--- config.mk ---
export PLATFORM = sky130hd
export DESIGN_NAME = mem_access_unit
export DESIGN_NICKNAME = d
export VERILOG_FILES = /design/src/rtl/mem_access_unit.sv
export SDC_FILE = /design/constraint.sdc
export NUM_CORES = 1
export LEC_CHECK = 0
export ABC_AREA = 0
export CAP_MARGIN = 0
export CORE_ASPECT_RATIO = 0.75
export CORE_MARGIN = 4
export CORE_UTILIZATION = 40
export DETAILED_ROUTE_END_ITERATION = 10
export DONT_BUFFER_PORTS = 1
export MAX_ROUTING_LAYER = met4
export PLACE_DENSITY = 0.66
export SLEW_MARGIN = 20
export SYNTH_ARGS = -nofsm -noshare
export SYNTH_HDL_FRONTEND = slang
export SYNTH_SLANG_ARGS = --single-unit
--- constraint.sdc ---
create_clock -name clk -period 4.15 [get_ports clk]
set_input_delay 0.83 -clock clk [delete_from_list [all_inputs] [get_ports clk]]
set_output_delay 0.83 -clock clk [all_outputs]
set_load 0.05 [all_outputs]
--- src/rtl/mem_access_unit.sv ---
// mem_access_unit -- MEM-stage initiator for the core's data memory.
// Takes one LOAD/STORE/PUSH/POP at a time over valid/ready, owns the stack
// pointer, drives registered strobes/address/data to the memory, captures
// read data one cycle after the strobe is sampled and returns a one-cycle
// response pulse with a fault flag.
//
// Ports:
//   clk, rst                      clock, async active-high reset
//   i_req_valid / o_req_ready     request handshake (ready only when idle)
//   i_op, i_en32, i_addr, i_wdata request: op (00 LD,01 ST,10 PUSH,11 POP),
//                                 32-bit pair select, address, write data
//   o_memRead, o_memWrite         registered memory strobes
//   o_en32, o_address, o_data     registered width, address, write data
//   i_mem_data                    memory read data (valid cycle after strobe)
//   o_resp_valid, o_rdata, o_error response pulse, load data, fault flag
//   o_sp                          current stack pointer
module mem_access_unit #(
  parameter logic [31:0] P_SP_RESET    = 32'h000FFFFF,
  parameter logic [31:0] P_STACK_LIMIT = 32'h000F0000,
  parameter logic [31:0] P_MEM_TOP     = 32'h000FFFFF
) (
  input  logic        clk,
  input  logic        rst,
  input  logic        i_req_valid,
  output logic        o_req_ready,
  input  logic [1:0]  i_op,
  input  logic        i_en32,
  input  logic [31:0] i_addr,
  input  logic [31:0] i_wdata,
  output logic        o_memRead,
  output logic        o_memWrite,
  output logic        o_en32,
  output logic [31:0] o_address,
  output logic [31:0] o_data,
  input  logic [31:0] i_mem_data,
  output logic        o_resp_valid,
  output logic [31:0] o_rdata,
  output logic        o_error,
  output logic [31:0] o_sp
);

  localparam logic [1:0] OP_LOAD  = 2'b00;
  localparam logic [1:0] OP_STORE = 2'b01;
  localparam logic [1:0] OP_PUSH  = 2'b10;
  localparam logic [1:0] OP_POP   = 2'b11;

  typedef enum logic [2:0] {S_IDLE, S_ACCESS, S_CAPTURE, S_FAULT, S_RESP} state_t;

  state_t      state, state_nxt;
  logic [1:0]  op_q;
  logic        fault_q;
  logic        accept;
  logic        req_rd;
  logic [32:0] size;
  logic [32:0] sp_ext;
  logic [32:0] pop_sum;
  logic [31:0] acc_addr;
  logic        acc_fault;
  logic [31:0] sp_nxt;

  assign o_req_ready = (state == S_IDLE);
  assign accept      = i_req_valid && o_req_ready;
  assign req_rd      = (i_op == OP_LOAD) || (i_op == OP_POP);

  // Stack math is done 33 bits wide so limit checks never wrap.
  assign size    = i_en32 ? 33'd2 : 33'd1;
  assign sp_ext  = {1'b0, o_sp};
  assign pop_sum = sp_ext + size;

  always_comb begin
    acc_addr  = i_addr;
    acc_fault = 1'b0;
    sp_nxt    = o_sp;
    case (i_op)
      OP_LOAD, OP_STORE: begin
        acc_fault = (i_addr > P_MEM_TOP) || (i_en32 && (i_addr == 32'd0));
      end
      OP_PUSH: begin
        acc_addr  = o_sp;
        // SP - size + 1 < limit, rearranged to avoid underflow
        acc_fault = (sp_ext + 33'd1) < (size + {1'b0, P_STACK_LIMIT});
        sp_nxt    = o_sp - size[31:0];
      end
      default: begin // POP
        acc_addr  = pop_sum[31:0];
        acc_fault = pop_sum > {1'b0, P_SP_RESET};
        sp_nxt    = pop_sum[31:0];
      end
    endcase
  end

  always_comb begin
    state_nxt = state;
    case (state)
      S_IDLE:    if (accept) state_nxt = acc_fault ? S_FAULT : S_ACCESS;
      S_ACCESS:  state_nxt = ((op_q == OP_LOAD) || (op_q == OP_POP)) ? S_CAPTURE : S_RESP;
      S_CAPTURE: state_nxt = S_RESP;
      S_FAULT:   state_nxt = S_RESP;
      S_RESP:    state_nxt = S_IDLE;
      default:   state_nxt = S_IDLE;
    endcase
  end

  always_ff @(posedge clk or posedge rst) begin
    if (rst) begin
      state        <= S_IDLE;
      op_q         <= OP_LOAD;
      fault_q      <= 1'b0;
      o_memRead    <= 1'b0;
      o_memWrite   <= 1'b0;
      o_en32       <= 1'b0;
      o_address    <= '0;
      o_data       <= '0;
      o_resp_valid <= 1'b0;
      o_rdata      <= '0;
      o_error      <= 1'b0;
      o_sp         <= P_SP_RESET;
    end else begin
      state        <= state_nxt;
      // strobes and the response pulse are single-cycle by construction
      o_memRead    <= 1'b0;
      o_memWrite   <= 1'b0;
      o_resp_valid <= 1'b0;
      o_error      <= 1'b0;
      if (accept) begin
        op_q      <= i_op;
        fault_q   <= acc_fault;
        o_en32    <= i_en32;
        o_address <= acc_addr;
        o_data    <= i_wdata;
        if (!acc_fault) begin
          o_memRead  <= req_rd;
          o_memWrite <= !req_rd;
          o_sp       <= sp_nxt;
        end
      end
      // memory drives data only in CAPTURE; sampling elsewhere could latch Z
      if (state == S_CAPTURE) o_rdata <= i_mem_data;
      if (state_nxt == S_RESP) begin
        o_resp_valid <= 1'b1;
        o_error      <= fault_q;
      end
    end
  end

endmodule

**Yosys cells after proc, flatten, opt, wreduce, memory -nomap -nowiden**

Index checks and enable logic that the tools add are counted.

- Word-level logic and storage cells: 56
- Input port bits: 102
- Output and inout bits: 134
- Register bits: 139

- Reduce and logical (&&, ||, !) cells: 13
- Muxes and demuxes: 14
- Eq/ne operators: 8
- Order comparisons: 3
- Bitwise gates (word level): 2
- Add/sub/neg operators: 4

Operators with widths:

| operator | number |
|---|---|
| case mux 32 bit (2 select lines) | 2 |
| adder 32 x 1 -> 33 bit, second input constant | 1 |
| adder 32 x 2 -> 33 bit | 1 |
| > comparator 33 x 20 -> 1 bit, second input constant | 1 |
| less-than comparator 33 x 21 -> 1 bit | 1 |
| > comparator 32 x 20 -> 1 bit, second input constant | 1 |
| logical NOT 32 bit | 1 |
| subtractor 32 x 2 -> 32 bit | 1 |
| adder 2 x 20 -> 21 bit, second input constant | 1 |
| case mux 3 bit (3 select lines) | 1 |
| equality test 2 bit, second input constant | 3 |
| equality test 3 x 2 -> 1 bit, second input constant | 2 |
| two-way mux 1 bit | 6 |
| two-way mux 3 bit | 2 |
| logical NOT 2 bit | 2 |
| two-way mux 2 bit | 2 |
| OR reduction 2 bit | 2 |
| equality test 3 x 1 -> 1 bit, second input constant | 1 |
| equality test 3 bit, second input constant | 1 |
| logical NOT 3 bit | 1 |
| logical OR 1 bit | 3 |
| AND reduction 3 bit | 1 |
| equality test 2 x 1 -> 1 bit, second input constant | 1 |
| logical AND 1 bit | 2 |
| other kinds (3) | 4 |

**Depth between registers and ports, before layout**

Gate-level depths: netlist of the first run.

- Word-level depth: 9
- Mapped depth: 14

**Worst setup path before layout of the first run**

No wires, ideal clock.

- Path kind: input to register
- Start: input port i_en32
- End: register o_sp[26]
- Data required time: 4014 ps
- Data arrival time: 3410 ps
- Buffers on the path: 2
- Slack: 604 ps
- Stages on the path: 13
- Path through: inv_1 -> ha_1 -> fa_1 -> nand3_1 -> or2_2 -> nor2_2 -> nand2_1 -> o31ai_1 -> nor4bb_1 -> clkbuf_1 -> buf_2 -> o221ai_2 -> xnor2_1

- Word-level cells in the longest chain between the ends: 6

Ends and longest elaborated chain:

| element | line | source |
|---|---|---|
| from (decl) | 27 | `input logic i_en32,` |
| two-way mux 2 bit | 66 | `assign size = i_en32 ? 33'd2 : 33'd1;` |
| adder 32 x 2 -> 33 bit or adder 2 x 20 -> 21 bit (tied branches) | 68, 81 |  |
| > comparator 33 x 20 -> 1 bit or less-than comparator 33 x 21 -> 1 bit (tied branches) | 86, 81 |  |
| case mux 1 bit (2 select lines) | 74 | `case (i_op)` |
| inverter 1 bit (no source line) | - |  |
| AND reduction 3 bit (no source line) | - |  |
| to (signal assigned) | 134 | `o_sp <= sp_nxt;` |
| to (decl) | 39 | `output logic [31:0] o_sp` |

Several ways; a longest one is shown, not always the timed one.
A chain may end at the register's enable or synchronous reset.

**Worst setup path in the final report of the first run**

- Start: register o_sp[0]
- End: register fault_q

- Word-level cells in the longest chain between the ends: 3

Ends and longest elaborated chain:

| element | line | source |
|---|---|---|
| adder 32 x 2 -> 33 bit or adder 32 x 1 -> 33 bit (tied branches) | 68, 81 |  |
| > comparator 33 x 20 -> 1 bit or less-than comparator 33 x 21 -> 1 bit (tied branches) | 86, 81 |  |
| case mux 1 bit (2 select lines) (*) | 74 |  |
| to (signal assigned) | 127 | `fault_q <= acc_fault;` |
| to (decl) | 51 | `logic fault_q;` |

Mark *: on every way between the ends. The rest lies on a longest branch, timed or not.

==> qor.txt, run 1 <==
YS warnings -> 0
number of flops mapped to enable cells by yosys -> 0
Design Power -> 7.84 mW
height of the die -> 131 µm
Pleak -> 3.76 nW
IO Count -> 236
remaining global-route overflow -> 0
Max Fanout on Critical Path -> 28
total clock buffers created by CTS -> 17
Via density -> 6.12
post-synthesis sequential area ratio -> 0.434
number of nets at the end of the flow -> 969
Buf/Inv on CP -> 1
per-instance average area after synthesis -> 9.32 µm²
routability cong. -> 0.984
fraction of the core area covered by cells at the end of the flow -> 0.463
Cell variety after synth -> 65
largest buffer count on any clock path -> 2
final-layout fill cell count -> 1879
number of max-cap violations -> 0
unrepaired setup endpoints after global routing -> no
Req. time, crit path -> 4.46 ns
commonest cells after routing, fill and taps aside -> sky130_fd_sc_hd__nand2_1, sky130_fd_sc_hd__dfrtp_1, sky130_fd_sc_hd__buf_4, sky130_fd_sc_hd__xnor2_1, sky130_fd_sc_hd__nor2_1
area occupied by multi-input gates -> 4240 µm²
number of pins with negative max-slew slack in the final report -> 0
clock tree from TritonCTS -> built
antenna violations before repair -> 0
wire per inst -> 23.1 µm
final setup TNS -> 0 ns
Tot GR Track Use -> 0.229
Crit path largest cell delay -> 0.74 ns
outcome -> finished clean
Tcrit/Tclk final -> 0.961
Post-CTS Hold Buffers -> 0
number of synthesized register bits -> 139
first drt pass iteration count -> 5
transition time at the pin with the least slew margin -> 0.911 ns
cells resized by post-CTS repair -> 0
pin count of the biggest net entering global routing -> 140
most used flip-flop cell after synthesis -> sky130_fd_sc_hd__dfrtp_1
core area -> 19600 µm²
Die Area -> 22600 µm²
critical path cell sequence -> ha_1, fa_1, nand3_1, or2_2, nor2_2, nand2_1, o31ai_1, nor4bb_4, buf_12, a21oi_1, mux2_2
count of port buffers added during placement -> 0
nature of the critical path endpoint -> register
Clock Latency Late Sink -> 0.42 ns
global-route wire length before repair -> 39.0 mm
highest achievable clock rate -> 251 MHz
routed wire length -> 25.9 mm
starting DRC count in detailed routing -> 690
endpoint arrival time on the critical path -> 4.29 ns
worst setup path class -> register to register
layout-stage area growth over the synthesis result -> 12.5%
worst ir drop on vdd -> 0.000399 V
Chip Width -> 172 µm
cell family with the largest share of critical-path delay -> simple AND/OR/NAND/NOR gates
setup skew after layout -> 0.0114 ns
clock transition at the registers of the reported paths -> 0.07 ns
critical path's slowest cell -> sky130_fd_sc_hd__dfstp_4
number of global-route vias before repair -> 6668
relative slew slack -> 0.392
async set-reset flop share out of synthesis -> 1.00
placed wire-length estimate -> 19.0 mm
number of failing hold endpoints at the final stage -> 0
row count -> 44
starting density of the core -> 0.412
antenna fix cells -> 0
total clock sinks -> 139
share of layout cells above drive strength 1 -> 0.185
worst hold path class -> primary input to async pin
area of the mapped netlist -> 8080 µm²
power density cells -> 863 nW/µm²
most common cell after layout, fill and taps aside -> sky130_fd_sc_hd__nand2_1
Final setup viols -> 0
total area of sequential cells -> 3510 µm²
vias -> 6863
Root Driver -> sky130_fd_sc_hd__clkbuf_16
Setup crit start kind -> register
post-synthesis net count -> 981
# Post-CTS Setup Buffers -> 0
H-Tree Depth -> 4
gate count of the mapped netlist -> 867
minimum clock period -> 3.99 ns
number of design rule violations left after detail routing -> 0
post-route antenna net violation count -> 0
-- final timing paths --
check	from	to	slack, ns	cells past startpoint
max reg2reg	o_sp[0]$_DFFE_PP1P_	fault_q$_DFFE_PP0P_	0.16	11
min	rst	o_rdata[8]$_DFFE_PP0P_	0.48	2
min in group clk	i_wdata[5]	o_data[5]$_DFFE_PP0P_	0.51	2
max in group asynchronous	rst	o_data[4]$_DFFE_PP0P_	3.07	2
min reg2reg	op_q[1]$_DFFE_PP0P_	op_q[1]$_DFFE_PP0P_	0.51	2
max	o_sp[0]$_DFFE_PP1P_	fault_q$_DFFE_PP0P_	0.16	11
-- final cells by class --
type,count,area share
multi-input combinational,635,0.467
clock inverter,15,0.0165
timing repair buffer,48,0.0424
tap,253,0.0349
inverter,14,0.00620
sequential,139,0.386
clock buffer,17,0.0468
-- sequential cells by signal, summed over array words and instances (netlist names) --
signal / count
o_address: 32
o_data: 32
o_rdata: 32
o_sp: 32
state: 3
op_q: 2
fault_q: 1
o_en32: 1
o_error: 1
o_memRead: 1
o_memWrite: 1
o_resp_valid: 1
-- metrics by stage --
stage	hold WS, ns	area [µm²]	instances	setup slack, ns
5_1_grt	0.487	9080	1121	0.00674
4_1_cts	0.492	9080	1121	0.163
3_5_place_dp	0.497	8500	1089	0.0369
3_3_place_gp	0.484	8500	1089	0.166
6_report	0.476	9080	1121	0.163
2_1_floorplan	0.449	8080	867	0.604
-- cell families after synthesis --
| family | Yosys count | synth area share |
|---|---|---|
| adders and majority gates | 12 | 0.0204 |
| buffers and inverters | 93 | 0.0460 |
| AOI/OAI and AO/OA | 190 | 0.180 |
| muxes | 39 | 0.0536 |
| and+or+nand+nor | 334 | 0.201 |
| DFF | 139 | 0.434 |
| xor gates and xnor gates | 60 | 0.0651 |
-- Yosys cell counts (all sizes together) (5+ instances only) --
cell / n / area (µm²)
clkbuf: 57 / 214
nand3: 28 / 140
nand4: 11 / 75.1
o31ai: 13 / 97.6
o221ai: 8 / 95.1
buf: 22 / 105
mux2i: 5 / 50.1
xnor2: 45 / 394
and3: 10 / 62.6
or3: 13 / 81.3
o211ai: 22 / 165
a221oi: 30 / 263
nand2: 141 / 529
mux2: 34 / 383
inv: 11 / 41.3
o21ai: 28 / 144
ha: 10 / 125
nor4: 21 / 150
and2: 5 / 31.3
a21o: 27 / 203
nor3: 26 / 130
xor2: 15 / 131
nor2: 45 / 171
and4: 7 / 61.3
a211oi: 22 / 165
or2: 7 / 43.8
a21oi: 6 / 30.0
dfstp: 20 / 526
dfrtp: 119 / 2980
-- routing by layer --
layer	GRT usage	up-vias	wire length [µm]
met5	-	-	0
met4	0.0485	0	370
met3	0.0767	29	2980
met2	0.329	354	11500
met1	0.318	3360	11000
li1	-	3120	-
-- where the power goes --
group / switching [mW] / internal [mW] / total (mW)
clock: 0.664 / 0.846 / 1.51
sequential: 2.29 / 1.96 / 4.26
combinational: 1.26 / 0.812 / 2.07
Power figures use the tool's default switching activity.
==> run 2, diff against run 1 <==
DONT_BUFFER_PORTS = default   (was 1)
PLACE_DENSITY = 0.79   (was 0.66)
clock period = 3.75 ns   (was 4.15 ns; I/O delays follow)
==> run 2 against run 1 <==
Sequential power is 35% lower. Final area is 27% higher. Clock power is 13% higher. Final cell count is 21% higher. Setup slack worse by 0.037 ns. Combinational power grew to 2.6 times the previous value. Count of clock-buffer cells in the layout is 1 higher. Critical path type is now primary input to register. First-iteration DRC count is 13% higher. Total power is 27% higher. Global-route usage is 1.5 points higher. Largest power group is now combinational logic.
==> qor.txt, run 2 (same netlist as run 1, synthesis figures left out) <==
outcome -> finished clean
Layout Cell Area excl Fill -> 11500 µm² (+27%)
routed wire length -> 27.2 mm (+5.2%)
worst ir drop on vdd -> 0.000552 V (+38%)
unrepaired setup endpoints after global routing -> no
relative slew slack -> 0.418 (+0.0255)
commonest cells after routing, fill and taps aside -> sky130_fd_sc_hd__clkdlybuf4s50_1, sky130_fd_sc_hd__nand2_1, sky130_fd_sc_hd__dfrtp_1, sky130_fd_sc_hd__buf_4, sky130_fd_sc_hd__xnor2_1
starting DRC count in detailed routing -> 778 (+13%)
minimum clock period -> 3.62 ns
Max Fanout on Critical Path -> 31 (+11%)
Via density -> 5.81 (-5.0%)
worst hold path class -> register to register
total placed instance area -> 10900 µm² (+28%)
Placed Instances -> 1326 (+22%)
routability cong. -> 1.00 (+1.8%)
setup skew after layout -> 0.00679 ns (-0.00459 ns)
endpoint arrival time on the critical path -> 3.93 ns (-0.36 ns)
internal power -> 5.09 mW (+41%)
worst-case register-to-register setup slack -> 0.15 ns (about the same)
number of design rule violations left after detail routing -> 0 (unchanged)
switching power -> 4.84 mW (+15%)
clock tree from TritonCTS -> built
core area -> 19600 µm² (unchanged)
wire per inst -> 20.0 µm (-13%)
post-route antenna net violation count -> 0 (unchanged)
Final Instance Count excl. Fillers -> 1359 (+21%)
H-Tree Depth -> 4 (unchanged)
Root Driver -> sky130_fd_sc_hd__clkbuf_16
power density cells -> 863 nW/µm² (about the same)
clock transition at the registers of the reported paths -> 0.07 ns (about the same)
pin count of the biggest net entering global routing -> 72 (-49%)
number of failing hold endpoints at the final stage -> 0 (unchanged)
Req. time, crit path -> 4.05 ns (-0.41 ns)
fraction of the core area covered by cells at the end of the flow -> 0.588 (+0.124)
proportion of power drawn by the clock network -> 0.171 (-0.022)
height of the die -> 131 µm (unchanged)
sequential fraction of design power -> 0.281 (-0.262)
starting density of the core -> 0.412 (unchanged)
number of max-cap violations -> 0 (unchanged)
Clock Latency Late Sink -> 0.42 ns (about the same)
highest achievable clock rate -> 276 MHz
total clock buffers created by CTS -> 17 (unchanged)
number of pins with negative max-slew slack in the final report -> 0 (unchanged)
Pleak -> 4.67 nW (+24%)
number of cells on the worst hold path -> 1
number of nets at the end of the flow -> 1206 (+24%)
combinational power share -> 0.548 (+0.283)
number of global-route vias before repair -> 7687 (+15%)
vias -> 7902 (+15%)
Tot GR Track Use -> 0.244 (+0.0147)
Chip Width -> 172 µm (unchanged)
final-layout fill cell count -> 1680 (-11%)
IO Count -> 236 (unchanged)
# Post-CTS Setup Buffers -> 0 (unchanged)
Hold Worst Slack -> 0.473 ns (-0.00244 ns)
transition time at the pin with the least slew margin -> 0.872 ns (-0.0392 ns)
count of port buffers added during placement -> 235 (+235)
r2r worst-path depth -> 11 (unchanged)
row count -> 44 (unchanged)
Tcrit/Tclk final -> 0.966
Die Area -> 22600 µm² (unchanged)
most common cell after layout, fill and taps aside -> sky130_fd_sc_hd__clkdlybuf4s50_1
Final setup viols -> 0 (unchanged)
layout-stage area growth over the synthesis result -> 42.6%
Sw Share -> 0.487 (-0.0509)
antenna violations before repair -> 1 (+1)
largest buffer count on any clock path -> 2 (unchanged)
remaining global-route overflow -> 0 (unchanged)
share of layout cells above drive strength 1 -> 0.148 (-0.0380)
total clock sinks -> 139 (unchanged)
Setup crit start kind -> primary input
Post-CTS Hold Buffers -> 0 (unchanged)
worst setup path class -> primary input to register
first drt pass iteration count -> 5 (unchanged)
placed wire-length estimate -> 19.8 mm (+4.5%)
global-route wire length before repair -> 42.3 mm (+8.4%)
nature of the critical path endpoint -> register
final setup TNS -> 0 ns (unchanged)
==> run 2: cell type report <==
type | count | area, µm² | area share
Tap cell | 253 | 317 | 0.0275
Clock buffer | 18 | 439 | 0.0381
Timing Repair Buffer | 285 | 2780 | 0.241
Multi-Input combinational cell | 635 | 4270 | 0.371
Clock inverter | 14 | 148 | 0.0128
Antenna cell | 1 | 2.50 | 0.000217
Inverter | 14 | 56.3 | 0.00489
Sequential cell | 139 | 3500 | 0.304
==> run 2: repair_timing <==
| action | 4_1_cts | 5_1_grt |
|---|---|---|
| resized for setup | 0 | 6 |
| setup endpoints to repair | 0 | 32 |
| hold endpoints to repair | 0 | 0 |
==> run 2: path summary, 6_finish.rpt <==
kind / to / from
max in group asynchronous: o_rdata[28]$_DFFE_PP0P_ / rst
min reg2reg: o_address[19]$_DFFE_PP0P_ / o_address[19]$_DFFE_PP0P_
max reg2reg: o_sp[2]$_DFFE_PP1P_ / o_sp[13]$_DFFE_PP1P_
min in group asynchronous: o_address[31]$_DFFE_PP0P_ / rst
min: o_address[19]$_DFFE_PP0P_ / o_address[19]$_DFFE_PP0P_
max: o_sp[25]$_DFFE_PP0P_ / i_en32
==> run 2: critical path, cell delays in order <==
cell and delay, ns:
sky130_fd_sc_hd__clkdlybuf4s50_1 0.51, sky130_fd_sc_hd__inv_1 0.10, sky130_fd_sc_hd__ha_1 0.25, sky130_fd_sc_hd__fa_1 0.40, sky130_fd_sc_hd__nand3_1 0.13, sky130_fd_sc_hd__or2_2 0.18
sky130_fd_sc_hd__nor2_4 0.07, sky130_fd_sc_hd__nand4_1 0.15, sky130_fd_sc_hd__a22oi_1 0.12, sky130_fd_sc_hd__o31ai_2 0.24, sky130_fd_sc_hd__nor4bb_4 0.44, sky130_fd_sc_hd__buf_12 0.25
sky130_fd_sc_hd__o21ai_4 0.12, sky130_fd_sc_hd__a2bb2oi_1 0.18
==> run 2: metal layers <==
metal | global-route usage | vias to the layer above | part of all wire
li1 | - | 3605 | -
met1 | 0.329 | 3826 | 0.42
met2 | 0.369 | 417 | 0.46
met3 | 0.0561 | 54 | 0.094
met4 | 0.0739 | 0 | 0.023
met5 | - | - | 0
==> run 2: stage by stage <==
stage          setup WS, ns  power, mW
2_1_floorplan         0.284       6.31
3_3_place_gp         -0.239       8.16
3_5_place_dp         -0.323       8.26
4_1_cts              0.0929       9.99
5_1_grt             0.00301       10.4
6_report              0.126       9.94
==> run 2: power groups by stage <==
stage | sequential [mW] | clock (mW) | combinational [mW]
global route | 2.88 | 1.81 | 5.75
CTS | 2.79 | 1.73 | 5.47
global placement | 2.78 | 0 | 5.38
detailed placement | 2.81 | 0 | 5.45
floorplan | 4.71 | 0 | 1.60
finish | 2.79 | 1.70 | 5.44
==> run 3, diff against run 2 <==
RECOVER_POWER = 100   (was default)
==> run 3 against run 2 <==
The flow now finishes with violations (max-capacitance violations, max-slew violations). Non-clock buffer count did not move. Final area decreased by 0.64%. Count of clock-buffer cells in the layout is the same. Via count shrank 0.15%. Flip-flop and latch count is the same. Utilization shrank 0.38 points. Clock power about the same. Sequential share of layout area increased by 0.20 points. Combinational power shrank 4.4%. Clock skew up 0.00051 ns. Largest power group unchanged. Setup slack better by 0.022 ns. Largest cell class unchanged.
==> qor.txt, run 3 (same netlist as run 1, synthesis figures left out) <==
layout-stage area growth over the synthesis result -> 41.7%
Design Power -> 9.67 mW (-2.7%)
Final setup viols -> 0 (unchanged)
worst hold path class -> register to register
Tcrit/Tclk final -> 0.961 (-0.00578)
Req. time, crit path -> 4.05 ns (about the same)
starting DRC count in detailed routing -> 719 (-7.6%)
minimum clock period -> 3.60 ns (-0.0217 ns)
global-route wire length before repair -> 42.3 mm (unchanged)
Root Driver -> sky130_fd_sc_hd__clkbuf_16
routability cong. -> 1.00 (unchanged)
Chip Width -> 172 µm (unchanged)
total placed instance area -> 10900 µm² (unchanged)
antenna violations before repair -> 1 (unchanged)
r2r worst-path depth -> 11 (unchanged)
least setup slack across all paths after layout -> 0.147 ns (+0.0217 ns)
transition time at the pin with the least slew margin -> 1.71 ns (+0.841 ns)
number of cells on the worst hold path -> 1 (unchanged)
number of nets at the end of the flow -> 1206 (unchanged)
largest buffer count on any clock path -> 2 (unchanged)
post-route antenna net violation count -> 0 (unchanged)
starting density of the core -> 0.412 (unchanged)
core area -> 19600 µm² (unchanged)
combinational power share -> 0.538 (-0.010)
vias -> 7890 (-0.15%)
clock tree from TritonCTS -> built
IO Count -> 236 (unchanged)
placed wire-length estimate -> 19.8 mm (unchanged)
endpoint arrival time on the critical path -> 3.91 ns (-0.02 ns)
unrepaired setup endpoints after global routing -> no
Sw Share -> 0.497 (+0.0102)
failing checks -> max-capacitance violations, max-slew violations
Layout Cell Area excl Fill -> 11400 µm² (-0.64%)
number of max-cap violations -> 2 (+2)
commonest cells after routing, fill and taps aside -> sky130_fd_sc_hd__nand2_1, sky130_fd_sc_hd__dlygate4sd3_1, sky130_fd_sc_hd__dfrtp_1, sky130_fd_sc_hd__clkdlybuf4s50_1, sky130_fd_sc_hd__xnor2_1
fraction of the core area covered by cells at the end of the flow -> 0.584 (-0.00377)
setup slack at placement -> -0.323 ns (unchanged)
share of layout cells above drive strength 1 -> 0.141 (-0.00633)
Pleak -> 4.84 nW (+3.7%)
number of global-route vias before repair -> 7687 (unchanged)
power density cells -> 845 nW/µm² (-2.1%)
Clock Latency Late Sink -> 0.43 ns (about the same)
relative slew slack -> -0.142 (-0.559)
worst setup path class -> primary input to register
number of design rule violations left after detail routing -> 0 (unchanged)
setup skew after layout -> 0.00730 ns (+0.000510 ns)
height of the die -> 131 µm (unchanged)
internal power -> 4.86 mW (-4.6%)
nature of the critical path endpoint -> register
Die Area -> 22600 µm² (unchanged)
most common cell after layout, fill and taps aside -> sky130_fd_sc_hd__nand2_1
highest achievable clock rate -> 278 MHz (+0.60%)
count of port buffers added during placement -> 235 (unchanged)
sequential fraction of design power -> 0.286 (+0.005)
proportion of power drawn by the clock network -> 0.176 (+0.005)
routed wire length -> 27.2 mm (about the same)
row count -> 44 (unchanged)
outcome -> complete, but fails checks
final-layout fill cell count -> 1691 (+0.65%)
wire per inst -> 20.0 µm (about the same)
Max Fanout on Critical Path -> 31 (unchanged)
total clock sinks -> 139 (unchanged)
Tot GR Track Use -> 0.244 (unchanged)
worst ir drop on vdd -> 0.000527 V (-4.5%)
first drt pass iteration count -> 5 (unchanged)
remaining global-route overflow -> 0 (unchanged)
number of failing hold endpoints at the final stage -> 0 (unchanged)
number of pins with negative max-slew slack in the final report -> 71 (+71)
Post-CTS Hold Buffers -> 0 (unchanged)
Setup crit start kind -> primary input
H-Tree Depth -> 4 (unchanged)
pin count of the biggest net entering global routing -> 72 (unchanged)
switching power -> 4.81 mW (-0.69%)
clock transition at the registers of the reported paths -> 0.07 ns (about the same)
Via density -> 5.81 (-0.15%)
total clock buffers created by CTS -> 17 (unchanged)
## run 3: cell count changes in the layout (fill, tap and decap cells not counted), moves of 2 or more
cell and delta:
sky130_fd_sc_hd__buf_12 -2, sky130_fd_sc_hd__buf_4 -4, sky130_fd_sc_hd__clkbuf_1 +2, sky130_fd_sc_hd__clkbuf_2 +2
sky130_fd_sc_hd__clkdlybuf4s50_1 -136, sky130_fd_sc_hd__dlygate4sd3_1 +136, sky130_fd_sc_hd__o221ai_1 +3, sky130_fd_sc_hd__o221ai_2 -3
## run 3: layout make-up
type | count | area (µm²) | area share
diodes | 1 | 2.50 | 0.000219
clock buffers | 18 | 439 | 0.0384
clock inverters | 14 | 148 | 0.0129
inverters | 14 | 53.8 | 0.00470
multi-input cells | 635 | 4240 | 0.371
flip-flops and latches | 139 | 3500 | 0.306
well taps | 253 | 317 | 0.0277
repair buffers | 285 | 2740 | 0.239
## run 3: power groups by stage
stage	sequential (mW)	clock, mW	combinational, mW
after detailed placement	2.81	0	5.45
after global routing	2.86	1.81	5.50
after global placement	2.78	0	5.38
final	2.76	1.71	5.20
after CTS	2.79	1.73	5.47
after floorplan	4.71	0	1.60
## run 3: through the flow
step	hold slack, ns	setup TNS [ns]	instances
3_3_place_gp	0.456	-5.03	1326
2_1_floorplan	0.449	0	867
6_report	0.469	0	1359
3_5_place_dp	0.462	-7.60	1326
4_1_cts	0.479	0	1358
5_1_grt	0.490	0	1359
## run 3: critical path, cell delays in order
cell	delay, ns
sky130_fd_sc_hd__clkdlybuf4s50_1	0.52
sky130_fd_sc_hd__inv_1	0.11
sky130_fd_sc_hd__ha_1	0.25
sky130_fd_sc_hd__fa_1	0.40
sky130_fd_sc_hd__nand3_1	0.13
sky130_fd_sc_hd__or2_2	0.18
sky130_fd_sc_hd__nor2_4	0.07
sky130_fd_sc_hd__nand4_1	0.15
sky130_fd_sc_hd__a22oi_1	0.12
sky130_fd_sc_hd__o31ai_2	0.24
sky130_fd_sc_hd__nor4bb_4	0.44
sky130_fd_sc_hd__buf_12	0.24
sky130_fd_sc_hd__o21ai_4	0.12
sky130_fd_sc_hd__a2bb2oi_1	0.18
## run 3: metal layers
layer	GRT usage	vias to the layer above	part of all wire
met5	-	-	0
met2	0.369	366	0.46
li1	-	3609	-
met4	0.0739	0	0.024
met1	0.329	3866	0.43
met3	0.0561	49	0.089
## run 3: worst paths after layout
path	start	end	slack [ns]
max in group asynchronous	rst	o_address[3]$_DFFE_PP0P_	0.91
setup / recovery	i_en32	o_sp[25]$_DFFE_PP0P_	0.15
hold / removal	o_address[19]$_DFFE_PP0P_	o_address[19]$_DFFE_PP0P_	0.47
hold reg to reg	o_address[19]$_DFFE_PP0P_	o_address[19]$_DFFE_PP0P_	0.47
setup reg to reg	o_sp[13]$_DFFE_PP1P_	o_sp[2]$_DFFE_PP1P_	0.22
min in group asynchronous	rst	o_address[31]$_DFFE_PP0P_	1.18
## run 3: repair_timing
| item | 4_1_cts | 5_1_grt |
|---|---|---|
| buffers inserted | 0 | 0 |
| resized for setup | 0 | 6 |
| setup endpoints to repair | 0 | 32 |
